--- config.mk ---
export PLATFORM = sky130hd
export DESIGN_NAME = micro_sequencer_flat
export DESIGN_NICKNAME = d
export VERILOG_FILES = /design/src/rtl/seq_pkg.sv /design/src/rtl/micro_sequencer_if.sv /design/src/rtl/micro_cond_eval.sv /design/src/rtl/micro_sequencer.sv /design/src/flat_wrapper.sv
export SDC_FILE = /design/constraint.sdc
export NUM_CORES = 1
export LEC_CHECK = 0
export ABC_AREA = 1
export BUFFER_PORTS_ARGS = -buffer_cell sky130_fd_sc_hd__buf_2
export CORE_MARGIN = 5
export CORE_UTILIZATION = 51
export DETAILED_ROUTE_END_ITERATION = 6
export GPL_TIMING_DRIVEN = 0
export PLACE_DENSITY_LB_ADDON = 0.15
export SYNTH_ARGS = -nofsm -noshare
export SYNTH_HDL_FRONTEND = slang
export SYNTH_HIERARCHICAL = 1
export SYNTH_SLANG_ARGS = --single-unit
--- constraint.sdc ---
create_clock -name clk -period 1.55 [get_ports clk]
set_input_delay 0.0775 -clock clk [delete_from_list [all_inputs] [get_ports clk]]
set_output_delay 0.0775 -clock clk [all_outputs]
set_load 0.02 [all_outputs]
--- src/rtl/seq_pkg.sv ---
// seq_pkg: shared encodings for the microprogram sequencer and its helpers.
package seq_pkg;
    localparam logic [1:0] NXT_INC = 2'b00, NXT_IB = 2'b01, NXT_SB = 2'b10, NXT_JMP = 2'b11;
    localparam logic [1:0] COND_ALWAYS = 2'b00, COND_Z = 2'b01, COND_C = 2'b10, COND_NZ = 2'b11;
    typedef enum logic [1:0] {S_RUN = 2'b00, S_WAIT_IR = 2'b01, S_HALT = 2'b10} state_t;
    localparam logic [4:0] DEF_RESET_UPC = 5'b00000;
endpackage

--- src/rtl/micro_sequencer_if.sv ---
// micro_sequencer_if: instruction-register handshake between decoder (master) and sequencer (slave).
interface micro_sequencer_if #(parameter int UW = 5);
    logic [UW-1:0] ib;
    logic [UW-1:0] sb;
    logic          ir_valid;
    logic          ir_ack;
    modport master (output ib, sb, ir_valid, input ir_ack);
    modport slave (input ib, sb, ir_valid, output ir_ack);
endinterface

--- src/rtl/micro_cond_eval.sv ---
// micro_cond_eval: combinational branch-condition evaluation from ALU flags.
module micro_cond_eval import seq_pkg::*; (
    input  logic [1:0] ctl_cond,
    input  logic       zero_flag,
    input  logic       carry_flag,
    output logic       cond_true
);
    always_comb cond_true = (ctl_cond == COND_ALWAYS) | (ctl_cond == COND_Z & zero_flag) |
                            (ctl_cond == COND_C & carry_flag) | (ctl_cond == COND_NZ & ~zero_flag);
endmodule

--- src/rtl/micro_sequencer.sv ---
// micro_sequencer: micro-PC sequencing with IB/SB dispatch, conditional branches, IR handshake, stall and halt.
module micro_sequencer import seq_pkg::*; #(
    parameter int            UW        = 5,
    parameter logic [UW-1:0] RESET_UPC = UW'(DEF_RESET_UPC),
    parameter int            CW        = 8
) (
    input  logic              clk,
    input  logic              reset,
    micro_sequencer_if.slave  ir,
    input  logic [1:0]        ctl_next,
    input  logic [UW-1:0]     ctl_addr,
    input  logic [1:0]        ctl_cond,
    input  logic              ctl_end,
    input  logic              ctl_halt,
    input  logic              stall,
    input  logic              zero_flag,
    input  logic              carry_flag,
    input  logic              resume,
    output logic [UW-1:0]     upc,
    output logic [UW-1:0]     sb_reg,
    output logic [CW-1:0]     step_cnt,
    output logic              dispatch,
    output logic              halted
);
    state_t        state_q, state_d;
    logic [UW-1:0] upc_q, upc_d, sb_q, sb_d;
    logic [CW-1:0] cnt_q, cnt_d, cnt_sat;
    logic          dispatch_q, dispatch_d, cond_true, go_ib;

    micro_cond_eval u_cond (
        .ctl_cond   (ctl_cond),
        .zero_flag  (zero_flag),
        .carry_flag (carry_flag),
        .cond_true  (cond_true)
    );

    assign cnt_sat = &cnt_q ? cnt_q : cnt_q + 1'b1;

    always_comb begin
        state_d    = state_q;
        upc_d      = upc_q;
        sb_d       = sb_q;
        cnt_d      = cnt_q;
        dispatch_d = 1'b0;
        go_ib      = 1'b0;
        if (!stall) begin
            case (state_q)
                S_RUN:
                    if (ctl_halt) state_d = S_HALT;
                    else if (ctl_end) begin
                        upc_d = RESET_UPC;
                        cnt_d = '0;
                    end else if (cond_true && ctl_next == NXT_IB) begin
                        go_ib   = ir.ir_valid;
                        state_d = ir.ir_valid ? S_RUN : S_WAIT_IR;
                    end else begin
                        upc_d = (!cond_true || ctl_next == NXT_INC) ? upc_q + 1'b1 :
                                (ctl_next == NXT_SB) ? sb_q : ctl_addr;
                        cnt_d = cnt_sat;
                    end
                S_WAIT_IR: begin
                    go_ib   = ir.ir_valid;
                    state_d = ir.ir_valid ? S_RUN : S_WAIT_IR;
                end
                S_HALT:
                    if (resume) begin
                        upc_d   = RESET_UPC;
                        state_d = S_RUN;
                    end
                default: state_d = S_RUN;
            endcase
            if (go_ib) begin
                upc_d      = ir.ib;
                sb_d       = ir.sb;
                cnt_d      = '0;
                dispatch_d = 1'b1;
            end
        end
    end

    always_ff @(posedge clk or posedge reset) begin
        if (reset) begin
            state_q    <= S_RUN;
            upc_q      <= RESET_UPC;
            sb_q       <= '0;
            cnt_q      <= '0;
            dispatch_q <= 1'b0;
        end else begin
            state_q    <= state_d;
            upc_q      <= upc_d;
            sb_q       <= sb_d;
            cnt_q      <= cnt_d;
            dispatch_q <= dispatch_d;
        end
    end

    // dispatch and ir_ack are the same registered pulse seen by two consumers
    assign ir.ir_ack = dispatch_q;
    assign dispatch  = dispatch_q;
    assign upc       = upc_q;
    assign sb_reg    = sb_q;
    assign step_cnt  = cnt_q;
    assign halted    = state_q == S_HALT;
endmodule

--- src/flat_wrapper.sv ---
// flat-port wrapper written by rule: the top's interface ports become plain ports
module micro_sequencer_flat import seq_pkg::*;
#(
    parameter int            UW        = 5,
    parameter logic [UW-1:0] RESET_UPC = UW'(DEF_RESET_UPC),
    parameter int            CW        = 8
)
  (clk, reset, ctl_next, ctl_addr, ctl_cond, ctl_end, ctl_halt, stall, zero_flag, carry_flag, resume, upc, sb_reg, step_cnt, dispatch, halted, ir_ib, ir_sb, ir_ir_valid, ir_ir_ack);
  micro_sequencer_if #(.UW(UW)) ir_i ();
  input  logic clk;
  input  logic reset;
  input  logic [1:0] ctl_next;
  input  logic [UW-1:0] ctl_addr;
  input  logic [1:0] ctl_cond;
  input  logic ctl_end;
  input  logic ctl_halt;
  input  logic stall;
  input  logic zero_flag;
  input  logic carry_flag;
  input  logic resume;
  output logic [UW-1:0] upc;
  output logic [UW-1:0] sb_reg;
  output logic [CW-1:0] step_cnt;
  output logic dispatch;
  output logic halted;
  input wire logic [$bits(ir_i.ib)-1:0] ir_ib;
  input wire logic [$bits(ir_i.sb)-1:0] ir_sb;
  input wire logic [$bits(ir_i.ir_valid)-1:0] ir_ir_valid;
  output wire logic [$bits(ir_i.ir_ack)-1:0] ir_ir_ack;
  assign ir_i.ib = ir_ib;
  assign ir_i.sb = ir_sb;
  assign ir_i.ir_valid = ir_ir_valid;
  assign ir_ir_ack = ir_i.ir_ack;
  micro_sequencer #(.UW(UW), .RESET_UPC(RESET_UPC), .CW(CW)) u_core (.clk(clk), .reset(reset), .ir(ir_i), .ctl_next(ctl_next), .ctl_addr(ctl_addr), .ctl_cond(ctl_cond), .ctl_end(ctl_end), .ctl_halt(ctl_halt), .stall(stall), .zero_flag(zero_flag), .carry_flag(carry_flag), .resume(resume), .upc(upc), .sb_reg(sb_reg), .step_cnt(step_cnt), .dispatch(dispatch), .halted(halted));
endmodule
==> flow_summary.ini <==
[logic_synthesis]
synth-seq-cells = 21
synth_xor_area_share_pct = 0
synth-simple-area-share_pct = 48.8
ys_seq_area_share_pct = 33.6
async_flop_share_pct = 100
synth_top_family_by_area = simple AND/OR/NAND/NOR gates
syn_nets = 273
synth_fa_ha_area_share_pct = 1.60
ys.flop_type = dfrtp_1
syn_area_mm2 = 0.00156
ys_warn_count = 6
synth_compound_area_share_pct = 5.44
synthMuxAreaShare_pct = 0
synth.area.top_cells = dfrtp_1, nand2_1, nand3_1
yosysUniqueCellTypes = 28
synth.avg_cell_area_um2 = 6.43
synth_edf_count = 0
netlist.area_leader.share_pct = 33.6
synthCells = 243
synth_commonest_cells = nand2_1, inv_1, nor2_1
synth_most_common_cell = nand2_1
yosysTopAreaCell = dfrtp_1

[critical_path]
max_stage_delay_ns = 0.43
required_ns = 1.79
crit_chain = ha_2 > nand2_2 > nor2_4 > nand4_1 > inv_1 > nand2_2 > nand3_4 > nand2_1 > nand2_1
arrival_ns = 1.75
slowest_stage = dfrtp_1
end_kind = register
r2r_slack_ns = 0.04
start_kind = register
worst-path-max-fanout = 8
worstSetupPathType = register to register

[grt]
grt_pass1_vias = 1587
grtUsageMet3_pct = 2.91
grt_use_total_pct = 19.4
antenna_found_initial = 0
grtUsageMet2_pct = 33.5
overflow = 0
grt.busiest_layer = met2
grt_start_max_net_pins = 22
grt_pass1_wl_um = 6560
grt_util_met1_pct = 23.5

[cts]
clock-sinks = 21
cts_tree = done
numCtsBuffers = 3
insertion_delay_ns = 0.31
htree_levels = 1
clockRootBuffer = clkbuf_4
clkSlewWorstSetupHoldPaths_ns = 0.14
clockBufferDepth = 2

[pwr]
power_density_mw_per_mm2 = 1150
p_total_mw = 2.28
p_leak_nw = 1.15
peakVddDrop_v = 0.000611

[sta]
whs_ns = 0.0745
setup_viol = 0
fmax_mhz = 664
fin_crit_sh_pct = 97.2
finalMaxSlewViolations = 0
finClkSkew_ns = 0.0175
hold_violations = 0
worst_pin_slew_ns = 0.795
fin_tns_setup_ns = 0
rsz0062_at_grt = yes
fin_crit_ns = 1.51
relSlewSlack_pct = 47.0

[die]
dieArea_mm2 = 0.00427
io_pins = 49
die_w_um = 65.4
initial_utilization_pct = 52.0
rows = 20
core_area_mm2 = 0.00300
die_height_um = 65.4

[drt]
via_count = 1644
ant_nets = 0
dr.pass1.iters = 4
first_iter_violations = 93
vias_per_cell = 4.89
drc = 0
wire_per_inst_um = 11.2
drt-total-wl_um = 3760

[place]
hpwl_um = 2920
io_buffer_count = 48
place_inst = 324
gp_congestion = 0.899

[cells_and_area]
num_antenna_cells = 0
multiInputGateArea_um2 = 913
layoutNonFillerInstCount = 336
largest_reg_flops = 8
drive_above_1_share_pct = 30.4
final_util_pct = 66.1
area_growth_syn_to_layout_pct = 27.1
nets = 334
final.fill_count = 283
regArea_um2 = 526

[hold_path]
hold_path.class = input pin to register

[run_status]
status = complete, no violations

[flow_run]
drv_cap = 0
[path summary, 6_finish.rpt]
kind,start,endpoint,cells past startpoint
max,u_core/step_cnt[1],u_core/step_cnt[2],9
min,ir_ib[0],u_core/upc[0],5
max reg2reg,u_core/step_cnt[1],u_core/step_cnt[2],9
min reg2reg,u_core/state_q[1],u_core/state_q[0],1
max in group asynchronous,reset,u_core/step_cnt[2],3
min in group asynchronous,reset,u_core/sb_reg[4],3
[cell type report]
class,count,area share [%]
flip-flops and latches,21,26.5
multi-input cells,184,46.0
clock buffers,4,1.32
well taps,33,2.08
repair buffers,56,15.9
inverters,35,6.87
plain buffers,3,1.39
[worst max-delay path: cells and delay by family, from the launching register on]
family / cells / cell delay, ns
buf+inv: 1 / 0.11
flops: 1 / 0.43
fa+ha+maj: 1 / 0.21
simple gates: 7 / 0.70
[logic make-up after synthesis]
kind of cell / after synthesis
simple gates: 167
buf+inv: 38
flops: 21
compound gates: 15
fa+ha+maj: 2
[what timing repair did]
action                     in CTS  in global routing
resized for setup               1                 14
pin swaps                       1                  8
hold buffers                    6                  0
setup buffers                   1                  1
gates cloned                    0                  0
setup endpoints to repair       8                 18
hold endpoints to repair       26                  0
[power by group]
group	switching [mW]	internal (mW)	total (mW)	leakage [nW]
logic	0.724	0.411	1.13	0.863
registers	0.158	0.709	0.867	0.276
clock network	0.176	0.100	0.276	0.0150
[cells in the final DEF (no fill, tap or decap), drive strengths merged, types with 3 or more instances in the layout]
cell type and instances:
buf 52, clkbuf 5, dfrtp 21, dlygate4sd3 6, inv 34, nand2 100
nand3 27, nand4 3, nor2 31, o21ai 11, or2 3
[metrics by stage]
stage | area (µm²) | setup slack (ns)
final | 1990 | 0.0431
after global routing | 1990 | -0.0694
after CTS | 1940 | 0.00171
after detailed placement | 1840 | -0.0344
after global placement | 1840 | 0.00622
after floorplan | 1560 | 0.0104
[per-layer routing]
metal | vias to the layer above | wire length (µm)
met2 | 54 | 1780
met1 | 708 | 1700
met5 | - | 0
li1 | 876 | -
met4 | 0 | 56
met3 | 6 | 224
Power figures use the tool's default switching activity.
